--- src/rtl/reg_file_pkg.sv ---
// Shared defaults and address-width helper for the reg_file_v3 register file.
package reg_file_pkg;

    localparam int DEFAULT_WIDTH = 16;
    localparam int DEFAULT_DEPTH = 10;

    // A one-register file would still need a one-bit address bus.
    function automatic int addr_w(input int depth);
        return (depth <= 1) ? 1 : $clog2(depth);
    endfunction

endpackage

--- src/rtl/reg_file_rd_port.sv ---
// One registered read port: range check, optional write-first bypass, output register.
// Bypass is compiled in only when REG_FILE_V3_BYPASS_EN is defined.
module reg_file_rd_port
    import reg_file_pkg::*;
#(
    parameter int WIDTH  = DEFAULT_WIDTH,
    parameter int DEPTH  = DEFAULT_DEPTH,
    parameter int ADDR_W = addr_w(DEFAULT_DEPTH)
) (
    input  logic                   clk,
    input  logic                   rst,
    input  logic                   rd_en,
    input  logic [ADDR_W-1:0]      rd_addr,
    input  logic [DEPTH*WIDTH-1:0] mem_flat,
`ifdef REG_FILE_V3_BYPASS_EN
    input  logic                   wr_en,
    input  logic [ADDR_W-1:0]      wr_addr,
    input  logic [WIDTH-1:0]       wr_data,
`endif
    output logic [WIDTH-1:0]       rd_data,
    output logic                   range_err
);

    logic             in_range_s;
    logic [WIDTH-1:0] reg_val_s;
    logic [WIDTH-1:0] next_data_s;
    logic [WIDTH-1:0] rd_data_r;

    // Address decode: pick the addressed register; out-of-range reads see zero.
    always_comb begin
        in_range_s = (32'(rd_addr) < 32'(DEPTH));
        range_err  = rd_en && !in_range_s;
        reg_val_s  = '0;
        for (int i = 0; i < DEPTH; i++) begin
            reg_val_s = (32'(rd_addr) == 32'(i)) ? mem_flat[i*WIDTH +: WIDTH] : reg_val_s;
        end
    end

    // Next read value; a matching in-range write wins only when bypass is built in.
    always_comb begin
        next_data_s = '0;
        if (in_range_s) begin
`ifdef REG_FILE_V3_BYPASS_EN
            if (wr_en && (wr_addr == rd_addr)) begin
                next_data_s = wr_data;
            end else begin
                next_data_s = reg_val_s;
            end
`else
            next_data_s = reg_val_s;
`endif
        end else begin
            next_data_s = '0;
        end
    end

    // Output register: loads only on an enabled read, otherwise holds.
    always_ff @(posedge clk or posedge rst) begin
        if (rst) begin
            rd_data_r <= '0;
        end else if (rd_en) begin
            rd_data_r <= next_data_s;
        end else begin
            rd_data_r <= rd_data_r;
        end
    end

    assign rd_data = rd_data_r;

endmodule

--- src/rtl/reg_file_v3.sv ---
// Register file with one write port and two registered read ports (1-cycle latency).
// Define REG_FILE_V3_BYPASS_EN for write-first read-during-write; default is read-first.
module reg_file_v3
    import reg_file_pkg::*;
#(
    parameter  int WIDTH  = DEFAULT_WIDTH,
    parameter  int DEPTH  = DEFAULT_DEPTH,
    localparam int ADDR_W = addr_w(DEPTH)
) (
    input  logic              clk,
    input  logic              rst,
    input  logic              wr_en,
    input  logic [ADDR_W-1:0] wr_addr,
    input  logic [WIDTH-1:0]  wr_data,
    input  logic              rd_en_a,
    input  logic [ADDR_W-1:0] rd_addr_a,
    input  logic              rd_en_b,
    input  logic [ADDR_W-1:0] rd_addr_b,
    output logic [WIDTH-1:0]  rd_data_a,
    output logic [WIDTH-1:0]  rd_data_b,
    output logic              addr_err
);

    logic [WIDTH-1:0]       mem_r [DEPTH];
    logic [DEPTH*WIDTH-1:0] mem_flat_s;
    logic                   wr_err_s;
    logic                   err_a_s;
    logic                   err_b_s;
    logic                   addr_err_r;

    // Write range check.
    always_comb begin
        wr_err_s = wr_en && (32'(wr_addr) >= 32'(DEPTH));
    end

    // Storage: the per-register compare makes out-of-range writes fall through untouched.
    always_ff @(posedge clk or posedge rst) begin
        if (rst) begin
            for (int i = 0; i < DEPTH; i++) begin
                mem_r[i] <= '0;
            end
        end else begin
            for (int i = 0; i < DEPTH; i++) begin
                if (wr_en && (32'(wr_addr) == 32'(i))) begin
                    mem_r[i] <= wr_data;
                end else begin
                    mem_r[i] <= mem_r[i];
                end
            end
        end
    end

    // Flatten storage for the read ports.
    always_comb begin
        mem_flat_s = '0;
        for (int i = 0; i < DEPTH; i++) begin
            mem_flat_s[i*WIDTH +: WIDTH] = mem_r[i];
        end
    end

    reg_file_rd_port #(.WIDTH(WIDTH), .DEPTH(DEPTH), .ADDR_W(ADDR_W)) port_a (
        .clk       (clk),
        .rst       (rst),
        .rd_en     (rd_en_a),
        .rd_addr   (rd_addr_a),
        .mem_flat  (mem_flat_s),
`ifdef REG_FILE_V3_BYPASS_EN
        .wr_en     (wr_en),
        .wr_addr   (wr_addr),
        .wr_data   (wr_data),
`endif
        .rd_data   (rd_data_a),
        .range_err (err_a_s)
    );

    reg_file_rd_port #(.WIDTH(WIDTH), .DEPTH(DEPTH), .ADDR_W(ADDR_W)) port_b (
        .clk       (clk),
        .rst       (rst),
        .rd_en     (rd_en_b),
        .rd_addr   (rd_addr_b),
        .mem_flat  (mem_flat_s),
`ifdef REG_FILE_V3_BYPASS_EN
        .wr_en     (wr_en),
        .wr_addr   (wr_addr),
        .wr_data   (wr_data),
`endif
        .rd_data   (rd_data_b),
        .range_err (err_b_s)
    );

    // Error pulse: set for the cycle following any out-of-range enabled access.
    always_ff @(posedge clk or posedge rst) begin
        if (rst) begin
            addr_err_r <= 1'b0;
        end else begin
            addr_err_r <= wr_err_s | err_a_s | err_b_s;
        end
    end

    assign addr_err = addr_err_r;

endmodule

--- config.mk ---
export PLATFORM = sky130hd
export DESIGN_NAME = reg_file_v3
export DESIGN_NICKNAME = d
export VERILOG_FILES = /design/src/rtl/reg_file_pkg.sv /design/src/rtl/reg_file_rd_port.sv /design/src/rtl/reg_file_v3.sv
export SDC_FILE = /design/constraint.sdc
export NUM_CORES = 1
export LEC_CHECK = 0
export BUFFER_PORTS_ARGS = -buffer_cell sky130_fd_sc_hd__buf_2
export CAP_MARGIN = 20
export CORE_ASPECT_RATIO = 0.9
export CORE_MARGIN = 5
export CORE_UTILIZATION = 45
export DETAILED_ROUTE_END_ITERATION = 6
export HOLD_SLACK_MARGIN = 0.05
export MAX_ROUTING_LAYER = met4
export PLACE_DENSITY_LB_ADDON = 0.12
export SYNTH_ARGS = -nofsm -noshare
export SYNTH_HDL_FRONTEND = slang
export SYNTH_SLANG_ARGS = --single-unit
export TNS_END_PERCENT = 20
--- constraint.sdc ---
create_clock -name clk -period 11.5 [get_ports clk]
set_input_delay 1.725 -clock clk [delete_from_list [all_inputs] [get_ports clk]]
set_output_delay 1.725 -clock clk [all_outputs]
set_load 0.005 [all_outputs]
; After elaboration in Yosys (flattened, before gate mapping)
; Index checks and enable logic that the tools add are counted.
[op_classes]
n_mux = 22
addsub = 0
shift = 0
n_reduce_logical = 18
n_div = 0
bitwise_logic = 2
n_lt_le_gt_ge = 3
multipliers = 0
eq_ne = 27
[op_table]
columns = operator, n
row1 = $mux W16, 22
row2 = $eq A4 B3 Y1 const B, 12
row3 = $eq A4 B2 Y1 const B, 6
row4 = $eq A4 B4 Y1 const B, 6
row5 = $logic_and A1 B1 Y1, 13
row6 = $eq A4 B1 Y1 const B, 3
row7 = $logic_not A4 Y1, 3
row8 = $lt A4 B4 Y1 const B, 2
row9 = $ge A4 B4 Y1 const B, 1
row10 = $logic_not A1 Y1, 2
row11 = $or A1 B1 Y1, 2
[word_totals]
latchBits = 0
input_bits = 33
mem_bits_rw = 0
output_inout_bits = 33
mem_count = 0
ff_bits = 193
wordCells = 85
mem_bits_ro = 0

; Logic depth before layout (Yosys ltp)
[depth]
ltp_word = 12
depth_mapped = 8
ltp_nobuf = 5

; Hierarchy
; Synthesis repeated with hierarchy kept, for this count alone.
[unflattened]
hier_cells = 909
area_unflattened_um2 = 10731.5
[modules_own_cells]
columns = module, area_per_inst_um2, n_inst, seq_area_each_um2, cells_per_inst
row1 = reg_file_v3, 6147.1, 1, 4028.9, 371
row2 = reg_file_rd_port, 2292.2, 2, 400.4, 269

; Least setup slack after synthesis
; No wires, ideal clock.
[synth_path]
kind = input port to flip-flop
start = input port wr_addr[1]
end = register mem_r, in the netlist mem_flat_s[144]
t_required_ns = 11.375
cell_stages = 5
slack_ns = 8.389
path_buffers = 2
arrival_ns = 2.986
setup_ns = 0.125
path_cell_list = clkbuf_1 -> nand2b_1 -> nor3_4 -> buf_4 -> mux2_2
[synth_via]
elab_chain_len = 2
[synth_lines]
columns = element, line_no
row1 = start: declaration, reg_file_v3.sv:13  ; input logic [ADDR_W-1:0] wr_addr,
row2 = $eq A4 B4 Y1, reg_file_v3.sv:44  ; if (wr_en && (32'(wr_addr) == 32'(i))) begin
row3 = $logic_and A1 B1 Y1, reg_file_v3.sv:44
row4 = end signal: indexed assignment, reg_file_v3.sv:45  ; mem_r[i] <= wr_data;
row5 = end signal: indexed assignment, reg_file_v3.sv:47  ; mem_r[i] <= mem_r[i];
row6 = end: declaration, reg_file_v3.sv:24  ; logic [WIDTH-1:0] mem_r [DEPTH];
; No other way between the ends.
; A chain may end at the register's enable or synchronous reset.

; Final worst setup path
[layout_path]
start = input port rd_addr_b[0]
end = register port_b.rd_data_r[15] (netlist: port_b.rd_data[15])
[layout_via]
elab_chain_len = 12
word_cells_on_any_way = 22
cone_classes = order compare (1) / eq/ne (9) / mux (11) / reduce/logical (1)
[layout_lines]
columns = element, line_no
row1 = start: declaration, reg_file_v3.sv:18  ; input logic [ADDR_W-1:0] rd_addr_b,
row2 = $logic_not A4 Y1, reg_file_rd_port.sv:35  ; reg_val_s = (32'(rd_addr) == 32'(i)) ? mem_flat[i*WIDTH +: WIDTH] : reg_val_s;
row3 = $mux W16 (10 in series), reg_file_rd_port.sv:35
row4 = $mux W16 *, reg_file_rd_port.sv:42  ; if (in_range_s) begin
row5 = end signal: assignment, reg_file_rd_port.sv:62  ; rd_data_r <= next_data_s;
row6 = end signal: assignment, reg_file_rd_port.sv:64  ; rd_data_r <= rd_data_r;
row7 = end: declaration, reg_file_rd_port.sv:27  ; logic [WIDTH-1:0] rd_data_r;
; Every way passes the cells marked *; elsewhere a longest branch is shown, timed or not.

==> results.json <==
{
  "status": "completed",
  "ir_drop_mv": 0.0935,
  "fin_total_pwr_uw": 1920,
  "synthXorXnorAreaFrac_pct": 0,
  "r2r_end": "port_a.rd_data[8]$_DFFE_PP0P_",
  "clock.fmax_ghz": 0.263,
  "path_cells": "buf_2, buf_4, nand2b_1, nor2_1, a22oi_1, o221ai_1",
  "num_io_pins": 66,
  "ys_ff_latch": 193,
  "yosysTopAreaCell": "dfrtp_1",
  "worstPathRequired_ns": 11.84,
  "path_class": "input pin to flop",
  "cts_max_path_buffers": 2,
  "fin_util_pct": 50.1,
  "grt_overflow": 0,
  "rsz0062_at_grt": "no",
  "setup_viol": 0,
  "yosys.area_share.simple_pct": 7.33,
  "synth_flop_cell": "dfrtp_1",
  "worstSkewPairLatency_ns": 0.44,
  "ff_latch_area_sq_mm": 0.00483,
  "cp.arrival_ns": 4.14,
  "drtPass1Iterations": 5,
  "synthToLayoutAreaGrowth_pct": 9.59,
  "synth_top_area_share_pct": 46.7,
  "async_flop_share_pct": 100,
  "r2r_cells": 5,
  "ys_top_cells_by_area": "dfrtp_1 47%, mux2_2 21%, o21ai_0 3.3%",
  "critPathMaxFanout": 49,
  "ant_nets": 0,
  "dr_total_vias": 7668,
  "slew_headroom_pct": 24.5,
  "drt_iter0_drc": 675,
  "yosysSeqAreaShare_pct": 46.7,
  "cts-buffers-inserted": 17,
  "cts_resized": 0,
  "grt_pass1_vias": 7661,
  "start_util_pct": 45.8,
  "final.setup.worst_slack_ns": 7.70,
  "clock_skew_ns": 0.00955,
  "worstHoldStart": "port_b.rd_data[0]$_DFFE_PP0P_",
  "fin_area_sq_mm": 0.0113,
  "routed_via_density": 6.21,
  "fillers": 2048,
  "routed_wl_um": 32400,
  "ctsHoldBuffers": 0,
  "pre_cts_ws_ns": 7.28,
  "synth-compound-area-share_pct": 14.4,
  "grtUsageTotal_pct": 25.7,
  "synthDistinctLibCells": 56,
  "route.detailed.drc": 0,
  "grt_pass1_wl_um": 49600,
  "die_y_um": 154,
  "drive_above_1_share_pct": 36.2,
  "syn_avg_cell_area_sq_um": 11.4,
  "synthMuxAreaShare_pct": 26.9,
  "synthAdderAreaFrac_pct": 0,
  "cts.clk_slew.worst_paths_ns": 0.07,
  "p_leak_uw": 0.00490,
  "antenna_found_initial": 0,
  "syn_inst": 904,
  "hpwl_um": 19900,
  "finalCritPeriodShare_pct": 33.0,
  "slew_viol_final": 0,
  "synth_edf_count": 0,
  "cts_root_buf": "clkbuf_16",
  "whs_path_depth": 2,
  "hold_violations": 0,
  "slowest_stage": "nor2_1",
  "timing.final.crit_period_ns": 3.80,
  "crit_path_max_incr_delay_ns": 0.94,
  "fp.dieW_um": 170,
  "placed_area_sq_mm": 0.0108,
  "critPathCaptureType": "flop",
  "cts.sinks": 193,
  "antenna-diode-count": 0,
  "cts_tree": "yes",
  "setup-tns-final_ns": 0,
  "wl_per_cell_um": 26.2,
  "whs_endpoint": "port_b.rd_data[0]$_DFFE_PP0P_",
  "core_sq_mm": 0.0226,
  "layout.nets": 960,
  "r2r-start": "mem_flat_s[40]$_DFFE_PP0P_",
  "multiInputGateArea_sq_mm": 0.00502,
  "cp-start-kind": "input pin",
  "powerDensity_mw_per_mm2": 170,
  "hold_class": "flop to flop",
  "fp-row-count": 52,
  "maxCapViolations": 0,
  "syn_area_sq_mm": 0.0103,
  "worstMarginPinSlew_ns": 1.13,
  "fp.dieArea_sq_mm": 0.0261,
  "cts_setup_buffers": 0,
  "gp_congestion": 0.864,
  "yosysWarnings": 0,
  "r2r_slack_ns": 9.91,
  "synth_top_family_by_area": "multiplexers",
  "portBuffers": 65,
  "syn_nets": 937,
  "htreeDepth": 4,
  "grt_max_degree": 123
}
sequential cells by signal, summed over array words and instances, names as in the netlist:
signal / cells
port_b.rd_data: 16
port_a.rd_data: 16
addr_err: 1
mem_flat_s: 160
stage by stage:
stage               instances  hold slack, ns
global route             1235           0.513
floorplan                 904           0.479
finish                   1235           0.501
detailed placement       1205           0.478
CTS                      1235           0.502
global placement         1205           0.500
synth_stat cells, types with 5 or more instances:
cell and instances:
a221oi_1 9, nor2_1 36, a31o_2 5, mux2_4 10, nand2b_1 14, buf_1 20, o22ai_1 20, nor2b_1 14
a21oi_1 41, buf_6 5, nand3_1 12, dfrtp_1 193, o21ai_0 69, nand2_1 44, mux4_2 10, mux2i_1 25
mux2_2 191, o211ai_1 12, a22oi_1 27, a221o_1 7, clkbuf_1 19, inv_1 21, o221ai_1 11, buf_2 30
worst max-delay path: cells and delay by family:
kind                   cells  cell delay (ns)
AOI/OAI and AO/OA          2             0.39
buffers and inverters      2             0.63
and+or+nand+nor            2             1.37
worst max-delay path by stage:
stage	slack, ns	endpoint	startpoint	depth (start not counted)
4_1_cts	7.75	port_b.rd_data[15]$_DFFE_PP0P_	rd_addr_b[0]	6
2_1_floorplan	4.52	addr_err$_DFF_PP0_	rst	1
5_1_grt	7.63	port_a.rd_data[1]$_DFFE_PP0P_	rd_addr_a[0]	8
3_5_place_dp	7.28	port_b.rd_data[15]$_DFFE_PP0P_	rd_addr_b[0]	6
3_3_place_gp	7.44	port_b.rd_data[15]$_DFFE_PP0P_	rd_addr_b[0]	6
6_report	7.70	port_b.rd_data[15]$_DFFE_PP0P_	rd_addr_b[0]	6
cell type report:
| cell class | count | share of cell area [%] |
|---|---|---|
| clock buffers | 21 | 4.16 |
| clock inverters | 9 | 0.740 |
| inverters | 21 | 0.763 |
| multi-input cells | 611 | 44.3 |
| flip-flops and latches | 193 | 42.7 |
| well taps | 297 | 3.28 |
| repair buffers | 83 | 4.07 |
where the power goes:
part | internal (uW) | total, uW | leakage, uW | switching [uW]
Clock | 314 | 583 | 0.000275 | 269
Combinational | 218 | 394 | 0.00223 | 176
Sequential | 825 | 944 | 0.00239 | 119
Total | 1360 | 1920 | 0.00490 | 564
cells by family after synthesis:
| family | after synthesis |
|---|---|
| muxes | 236 |
| AOI/OAI and AO/OA | 230 |
| and+or+nand+nor | 145 |
| buffers and inverters | 100 |
| DFF | 193 |
placed cells by master (no fill, tap or decap), types with 25 or more instances in the layout:
cell type,Yosys,layout
mux2_2,191,191
buf_2,30,65
o21ai_0,69,69
nor2_1,36,36
nand2_1,44,44
dfrtp_1,193,193
a21oi_1,41,41
a22oi_1,27,27
mux2i_1,25,25
per-layer routing:
metal | share of wire, % | global-route usage, % | wire, um
met1 | 46 | 37.0 | 14900
met2 | 46 | 38.3 | 15000
met3 | 6.0 | 4.13 | 1930
met4 | 1.7 | 6.48 | 544
met5 | 0 | - | 0
(Power assumes the default switching activity.)
